### config.mk
export PLATFORM = sky130hd
export DESIGN_NAME = multicycle_control
export DESIGN_NICKNAME = d
export VERILOG_FILES = /design/src/rtl/cpu_ctrl_pkg.sv /design/src/rtl/instr_legal_check.sv /design/src/rtl/multicycle_control.sv
export SDC_FILE = /design/constraint.sdc
export NUM_CORES = 1
export LEC_CHECK = 0
export CORE_ASPECT_RATIO = 0.5
export CORE_MARGIN = 2
export CORE_UTILIZATION = 52
export DETAILED_ROUTE_END_ITERATION = 10
export PLACE_DENSITY = 0.91
export SYNTH_ARGS = -nofsm -noshare
export SYNTH_HDL_FRONTEND = slang
export SYNTH_SLANG_ARGS = --single-unit
export TNS_END_PERCENT = 10
### constraint.sdc
create_clock -name clk -period 4.04 [get_ports clk]
set_clock_uncertainty 0.05 [all_clocks]
set_input_delay 0.808 -clock clk [delete_from_list [all_inputs] [get_ports clk]]
set_output_delay 0.808 -clock clk [all_outputs]
set_load 0.01 [all_outputs]
### src/rtl/cpu_ctrl_pkg.sv
// Shared encodings for the multicycle CPU control path: FSM states,
// major opcodes, funct fields and ALU operation codes.
package cpu_ctrl_pkg;

    typedef enum logic [2:0] {
        S_FETCH     = 3'd0,
        S_DECODE    = 3'd1,
        S_EXECUTE   = 3'd2,
        S_MEM       = 3'd3,
        S_WRITEBACK = 3'd4,
        S_HALT      = 3'd5,
        S_TRAP      = 3'd6
    } state_e;

    localparam logic [6:0] OP_R      = 7'b0110011;
    localparam logic [6:0] OP_IMM    = 7'b0010011;
    localparam logic [6:0] OP_LOAD   = 7'b0000011;
    localparam logic [6:0] OP_STORE  = 7'b0100011;
    localparam logic [6:0] OP_BRANCH = 7'b1100011;

    localparam logic [2:0] F3_ADD_SUB = 3'b000;
    localparam logic [2:0] F3_OR      = 3'b110;
    localparam logic [2:0] F3_AND     = 3'b111;
    localparam logic [2:0] F3_DWORD   = 3'b011;
    localparam logic [2:0] F3_BEQ     = 3'b000;

    localparam logic [6:0] F7_BASE = 7'b0000000;
    localparam logic [6:0] F7_SUB  = 7'b0100000;

    localparam logic [1:0] ALU_ADD   = 2'b00;
    localparam logic [1:0] ALU_SUB   = 2'b01;
    localparam logic [1:0] ALU_FUNCT = 2'b10;

endpackage

### src/rtl/instr_legal_check.sv
// Combinational legality decoder for the supported instruction subset.
// Also flags the all-zero halt word.
module instr_legal_check
    import cpu_ctrl_pkg::*;
(
    input  logic [31:0] instr,
    output logic        legal,
    output logic        halt_word
);

    logic [6:0] opcode;
    logic [2:0] funct3;
    logic [6:0] funct7;

    assign opcode    = instr[6:0];
    assign funct3    = instr[14:12];
    assign funct7    = instr[31:25];
    assign halt_word = (instr == 32'd0);

    // Accept only encodings the control sequence knows how to execute
    always_comb begin
        legal = 1'b0;
        case (opcode)
            OP_R: begin
                legal = ((funct3 == F3_ADD_SUB) && ((funct7 == F7_BASE) || (funct7 == F7_SUB)))
                     || (((funct3 == F3_AND) || (funct3 == F3_OR)) && (funct7 == F7_BASE));
            end
            OP_IMM:    legal = (funct3 == F3_ADD_SUB);
            OP_LOAD:   legal = (funct3 == F3_DWORD);
            OP_STORE:  legal = (funct3 == F3_DWORD);
            OP_BRANCH: legal = (funct3 == F3_BEQ);
            default:   legal = 1'b0;
        endcase
    end

endmodule

### src/rtl/multicycle_control.sv
// Multicycle CPU control FSM: sequences imem/regfile/ALU/dmem strobes one
// instruction at a time, with dmem wait timeout and execution counters.
//
// state     | meaning
// FETCH     | latch imem word into IR
// DECODE    | classify instr: halt word, illegal, or execute
// EXECUTE   | ALU op; beq resolves and updates PC here
// MEM       | ld/sd access, held until mem_ready or timeout
// WRITEBACK | register write and PC+4
// HALT      | terminal, halt word seen
// TRAP      | terminal, illegal encoding or dmem timeout
module multicycle_control
    import cpu_ctrl_pkg::*;
#(
    parameter int CNT_W      = 32,
    parameter int WAIT_LIMIT = 16
) (
    input  logic             clk,
    input  logic             reset,
    input  logic [31:0]      instr,
    input  logic             zero,
    input  logic             mem_ready,
    output logic             ir_write,
    output logic             pc_write,
    output logic             pc_src,
    output logic             reg_write,
    output logic             mem_read,
    output logic             mem_write,
    output logic             mem_to_reg,
    output logic             alu_src,
    output logic [1:0]       alu_op,
    output logic             branch,
    output logic [2:0]       state,
    output logic             halted,
    output logic             trap,
    output logic [CNT_W-1:0] cycle_count,
    output logic [CNT_W-1:0] instr_count
);

    localparam int              WAIT_W    = $clog2(WAIT_LIMIT + 1);
    localparam logic [WAIT_W-1:0] WAIT_LAST = WAIT_W'(WAIT_LIMIT - 1);

    state_e             state_q, state_d;
    logic [WAIT_W-1:0]  wait_q, wait_d;
    logic [CNT_W-1:0]   cycle_q, cycle_d;
    logic [CNT_W-1:0]   icnt_q, icnt_d;

    logic legal, halt_word;
    logic is_r, is_imm, is_load, is_store, is_branch, rd_zero;

    instr_legal_check u_legal (
        .instr     (instr),
        .legal     (legal),
        .halt_word (halt_word)
    );

    assign is_r      = (instr[6:0] == OP_R);
    assign is_imm    = (instr[6:0] == OP_IMM);
    assign is_load   = (instr[6:0] == OP_LOAD);
    assign is_store  = (instr[6:0] == OP_STORE);
    assign is_branch = (instr[6:0] == OP_BRANCH);
    assign rd_zero   = (instr[11:7] == 5'd0);

    // State, wait counter and execution counters; reset clears all
    always_ff @(posedge clk) begin
        if (reset) begin
            state_q <= S_FETCH;
            wait_q  <= '0;
            cycle_q <= '0;
            icnt_q  <= '0;
        end else begin
            state_q <= state_d;
            wait_q  <= wait_d;
            cycle_q <= cycle_d;
            icnt_q  <= icnt_d;
        end
    end

    // Next-state sequencing; the wait counter only survives while stalled in MEM
    always_comb begin
        state_d = state_q;
        wait_d  = '0;
        case (state_q)
            S_FETCH: state_d = S_DECODE;
            S_DECODE: begin
                if (halt_word)   state_d = S_HALT;
                else if (!legal) state_d = S_TRAP;
                else             state_d = S_EXECUTE;
            end
            S_EXECUTE: begin
                if (is_branch)                 state_d = S_FETCH;
                else if (is_load || is_store)  state_d = S_MEM;
                else                           state_d = S_WRITEBACK;
            end
            S_MEM: begin
                if (mem_ready)               state_d = is_load ? S_WRITEBACK : S_FETCH;
                else if (wait_q == WAIT_LAST) state_d = S_TRAP;
                else                          wait_d  = wait_q + WAIT_W'(1);
            end
            S_WRITEBACK: state_d = S_FETCH;
            S_HALT:      state_d = S_HALT;
            S_TRAP:      state_d = S_TRAP;
            default:     state_d = S_TRAP;
        endcase
    end

    // Datapath strobes from state and instr; all forced low during reset
    always_comb begin
        ir_write   = 1'b0;
        pc_write   = 1'b0;
        pc_src     = 1'b0;
        reg_write  = 1'b0;
        mem_read   = 1'b0;
        mem_write  = 1'b0;
        mem_to_reg = 1'b0;
        alu_src    = 1'b0;
        alu_op     = ALU_ADD;
        branch     = 1'b0;
        halted     = 1'b0;
        trap       = 1'b0;
        if (!reset) begin
            case (state_q)
                S_FETCH: ir_write = 1'b1;
                S_EXECUTE: begin
                    if (is_r) begin
                        alu_op = ALU_FUNCT;
                    end else if (is_branch) begin
                        alu_op   = ALU_SUB;
                        branch   = 1'b1;
                        pc_write = 1'b1;
                        pc_src   = zero;
                    end else if (is_imm || is_load || is_store) begin
                        alu_op  = ALU_ADD;
                        alu_src = 1'b1;
                    end
                end
                S_MEM: begin
                    alu_op    = ALU_ADD;
                    alu_src   = 1'b1;
                    mem_read  = is_load;
                    mem_write = is_store;
                    pc_write  = mem_ready && is_store;
                end
                S_WRITEBACK: begin
                    reg_write  = !rd_zero;
                    mem_to_reg = is_load;
                    pc_write   = 1'b1;
                end
                S_HALT:  halted = 1'b1;
                S_TRAP:  trap   = 1'b1;
                default: ;
            endcase
        end
    end

    // Saturating cycle and retired-instruction counters
    always_comb begin
        cycle_d = cycle_q;
        icnt_d  = icnt_q;
        if ((state_q != S_HALT) && (state_q != S_TRAP) && (cycle_q != '1))
            cycle_d = cycle_q + CNT_W'(1);
        if (pc_write && (icnt_q != '1))
            icnt_d = icnt_q + CNT_W'(1);
    end

    assign state       = state_q;
    assign cycle_count = reset ? '0 : cycle_q;
    assign instr_count = reset ? '0 : icnt_q;

endmodule
==> run_results.csv <==
group,metric,value,unit
setup_path,endpoint_kind,"primary output",
routing,viasPerCell,5.502,
sta,slew_viol_final,0,
setup_path,crit_fanout,5,
routing,vias,4088,
layout,drive_gt1_frac,0.05864,
global_routing,grt_pass1_vias,3718,
clock_network,clkLatencyLatePin,0.33,ns
routing,wl,10.66,mm
sta,rsz0062_at_grt,"no",
routing,ant_nets,0,
routing,first_iter_violations,413,
synth,synth.cell_area,4190,µm²
die,die_y,67.48,µm
power_and_ir_drop,switchingPower,533.9,µW
die,ios,116,
sta,tightest_slew,0.7151,ns
synth,synth_seq_area_share,0.3440,
synth,synth_fp_nets,562,
global_routing,grt_pass1_wl,17.06,mm
clock_network,cts-root-to-sink-buffers,2,
clock_network,numCtsBuffers,9,
layout,multi_input_area,2619,µm²
run_status,outcome,"finished clean",
layout,syn_to_final_growth,37.12,%
global_routing,antenna_found_initial,0,
power_and_ir_drop,max-vdd-ir-drop,0.2364,mV
sta,fin_crit_sh,0.9411,
synth,avgSynthCellArea,8.027,µm²
layout,nNetsFinal,666,
synth,ys_ff_latch,72,
die,fp-row-count,23,
setup_path,worstPathRequired,3.18,ns
global_routing,grt_overflow_total,0,
power_and_ir_drop,swShare,0.2578,
die,start_util,0.5295,
power_and_ir_drop,total_leakage_power,2.047,nW
sta,final_hold_viol_count,0,
clock_network,clk_pin_slew,0.05,ns
synth,async_flop_share,0,
die,dieWidth,131.0,µm
power_and_ir_drop,power_density,360.5,nW/µm²
routing,dr.pass1.iters,4,
power_and_ir_drop,power_frac_clock,0.451,
synth,yosysTopAreaCellShare,0.3440,
clock_network,numClockSinks,72,
layout,fillers,603,
die,core,7914,µm²
place,numPortBuffers,115,
clock_network,cts_resized,0,
layout,seqCellArea,1441,µm²
layout,n_antenna_cell,0,
synth,synth_ff_type,"dfxtp_1",
sta,finalSetupViolations,0,
clock_network,cts-root-buf,"clkbuf_16",
sta,relSlewSlack,0.5232,
min_path,min_path_type,"reg -> reg",
setup_path,cp-start-kind,"primary input",
synth,synthesis.instances,522,
clock_network,h-tree-depth,3,
layout,fin_util,0.7260,
synth,synth.area.top_cells,"dfxtp_1 (34%), nor2b_1 (9.9%), xor2_1 (7.7%)",
setup_path,cp.arrival,2.94,ns
die,dieArea,8836,µm²
flow_run,max-cap-violations,0,
power_and_ir_drop,combPwrFrac,0.162,
synth,synth_area_leader_cell,"dfxtp_1",
power_and_ir_drop,power_frac_seq,0.387,
global_routing,grt_usage,0.2433,
sta,max_freq,263.0,MHz
routing,wire_per_inst,14.35,µm
synth,netlist_top_cells_count,"nor2_1 (80), dfxtp_1 (72), nor2b_1 (66)",
synth,yosysMostFrequentCell,"nor2_1",
synth,yosysWarningCount,0,
place,hpwl,7.364,mm
clock_network,postCtsSetupBuffers,0,
synth,synth_edf_count,0,
routing,drc,0,
synth,ys_types,53,
place,gp_congestion,0.9031,
global_routing,grt_start_max_net_pins,78,
clock_network,hold_buffers,0,
clock_network,cts_tree,"yes",
sta,fin_tns_setup,0,ns
sta,fin_crit,3.802,ns
setup_path,path_class,"in -> out",
power_and_ir_drop,internal_power,1.537,mW
==> worst max-delay path, stage by stage <==
cell,delay (ns)
clkdlybuf4s50_1,0.40
or3_1,0.45
or3_1,0.40
nor4_1,0.27
clkdlybuf4s50_1,0.61
==> layout make-up <==
type / instances / share of cell area
multi-input combinational: 420 / 0.4558
sequential: 72 / 0.2509
timing repair buffer: 118 / 0.2038
clock buffer: 11 / 0.04399
tap: 112 / 0.02439
clock inverter: 5 / 0.01786
inverter: 5 / 0.003267
==> registers in the layout, summed over array words and instances, names as in the netlist <==
| name | flops |
|---|---|
| cycle_q | 32 |
| icnt_q | 32 |
| state | 3 |
| wait_q | 5 |
==> cells by family after synthesis <==
| family | share of synthesized area |
|---|---|
| buf+inv | 0.03105 |
| flops | 0.3440 |
| simple gates | 0.4258 |
| compound gates | 0.06510 |
| mux | 0.03225 |
| xor+xnor | 0.08988 |
| fa+ha+maj | 0.01194 |
==> routing by layer <==
metal / global-route usage / up-vias / share of wire
met3: 0.06498 / 26 / 0.047
li1: - / 2042 / -
met2: 0.4365 / 119 / 0.48
met5: 0 / - / 0
met1: 0.2888 / 1901 / 0.45
met4: 0.07580 / 0 / 0.022
==> power by group through the flow <==
stage,Combinational (mW),Clock [mW],Sequential [mW]
floorplan,0.218,0,0.783
global placement,0.317,0,0.813
detailed placement,0.324,0,0.816
CTS,0.332,0.942,0.801
global route,0.358,0.974,0.809
finish,0.335,0.934,0.803
==> final timing paths <==
check | start | to | slack (ns) | cells after the start
min | wait_q[0] | wait_q[0] | 0.41 | 1
max | instr[3] | mem_read | 0.24 | 5
max reg2reg | state[1] | icnt_q[19] | 1.13 | 7
min reg2reg | wait_q[0] | wait_q[0] | 0.41 | 1
==> stage by stage <==
| stage | setup WS, ns | cell area [µm²] | std cells | total power, mW | hold WS [ns] |
|---|---|---|---|---|---|
| after floorplan | 1.103 | 4190 | 522 | 1.001 | 0.3675 |
| after global placement | 0.3390 | 5390 | 727 | 1.131 | 0.3794 |
| after detailed placement | 0.3037 | 5390 | 727 | 1.140 | 0.3989 |
| after CTS | 0.2882 | 5746 | 743 | 2.076 | 0.4096 |
| after global routing | 0.1409 | 5746 | 743 | 2.141 | 0.4334 |
| final | 0.2380 | 5746 | 743 | 2.071 | 0.4076 |
==> cells in the final DEF, fill, tap and decap left out, types with 2 or more instances in the layout <==
| cell type | Yosys | routed |
|---|---|---|
| a211o_1 | 2 | 2 |
| a21boi_0 | 2 | 2 |
| a21oi_1 | 11 | 11 |
| and2_1 | 10 | 10 |
| and3_1 | 13 | 13 |
| and4_1 | 11 | 11 |
| buf_4 | 2 | 4 |
| bufinv_16 | 0 | 3 |
| clkbuf_16 | 0 | 9 |
| clkbuf_8 | 0 | 2 |
| clkdlybuf4s50_1 | 0 | 114 |
| dfxtp_1 | 72 | 72 |
| ha_1 | 4 | 4 |
| inv_1 | 5 | 5 |
| mux2_1 | 9 | 9 |
| mux2_2 | 3 | 3 |
| nand2_1 | 29 | 29 |
| nand2b_1 | 4 | 4 |
| nand3_1 | 29 | 29 |
| nand3b_1 | 3 | 3 |
| nand4_1 | 27 | 27 |
| nand4b_1 | 3 | 3 |
| nor2_1 | 80 | 80 |
| nor2b_1 | 66 | 66 |
| nor3_1 | 12 | 12 |
| nor3_2 | 5 | 5 |
| nor4_1 | 9 | 9 |
| o21ai_0 | 12 | 12 |
| o31ai_1 | 2 | 2 |
| or3_1 | 8 | 8 |
| or4_1 | 3 | 3 |
| xnor2_1 | 6 | 6 |
| xor2_1 | 37 | 37 |
No activity file was read; power rests on OpenSTA's default activity.
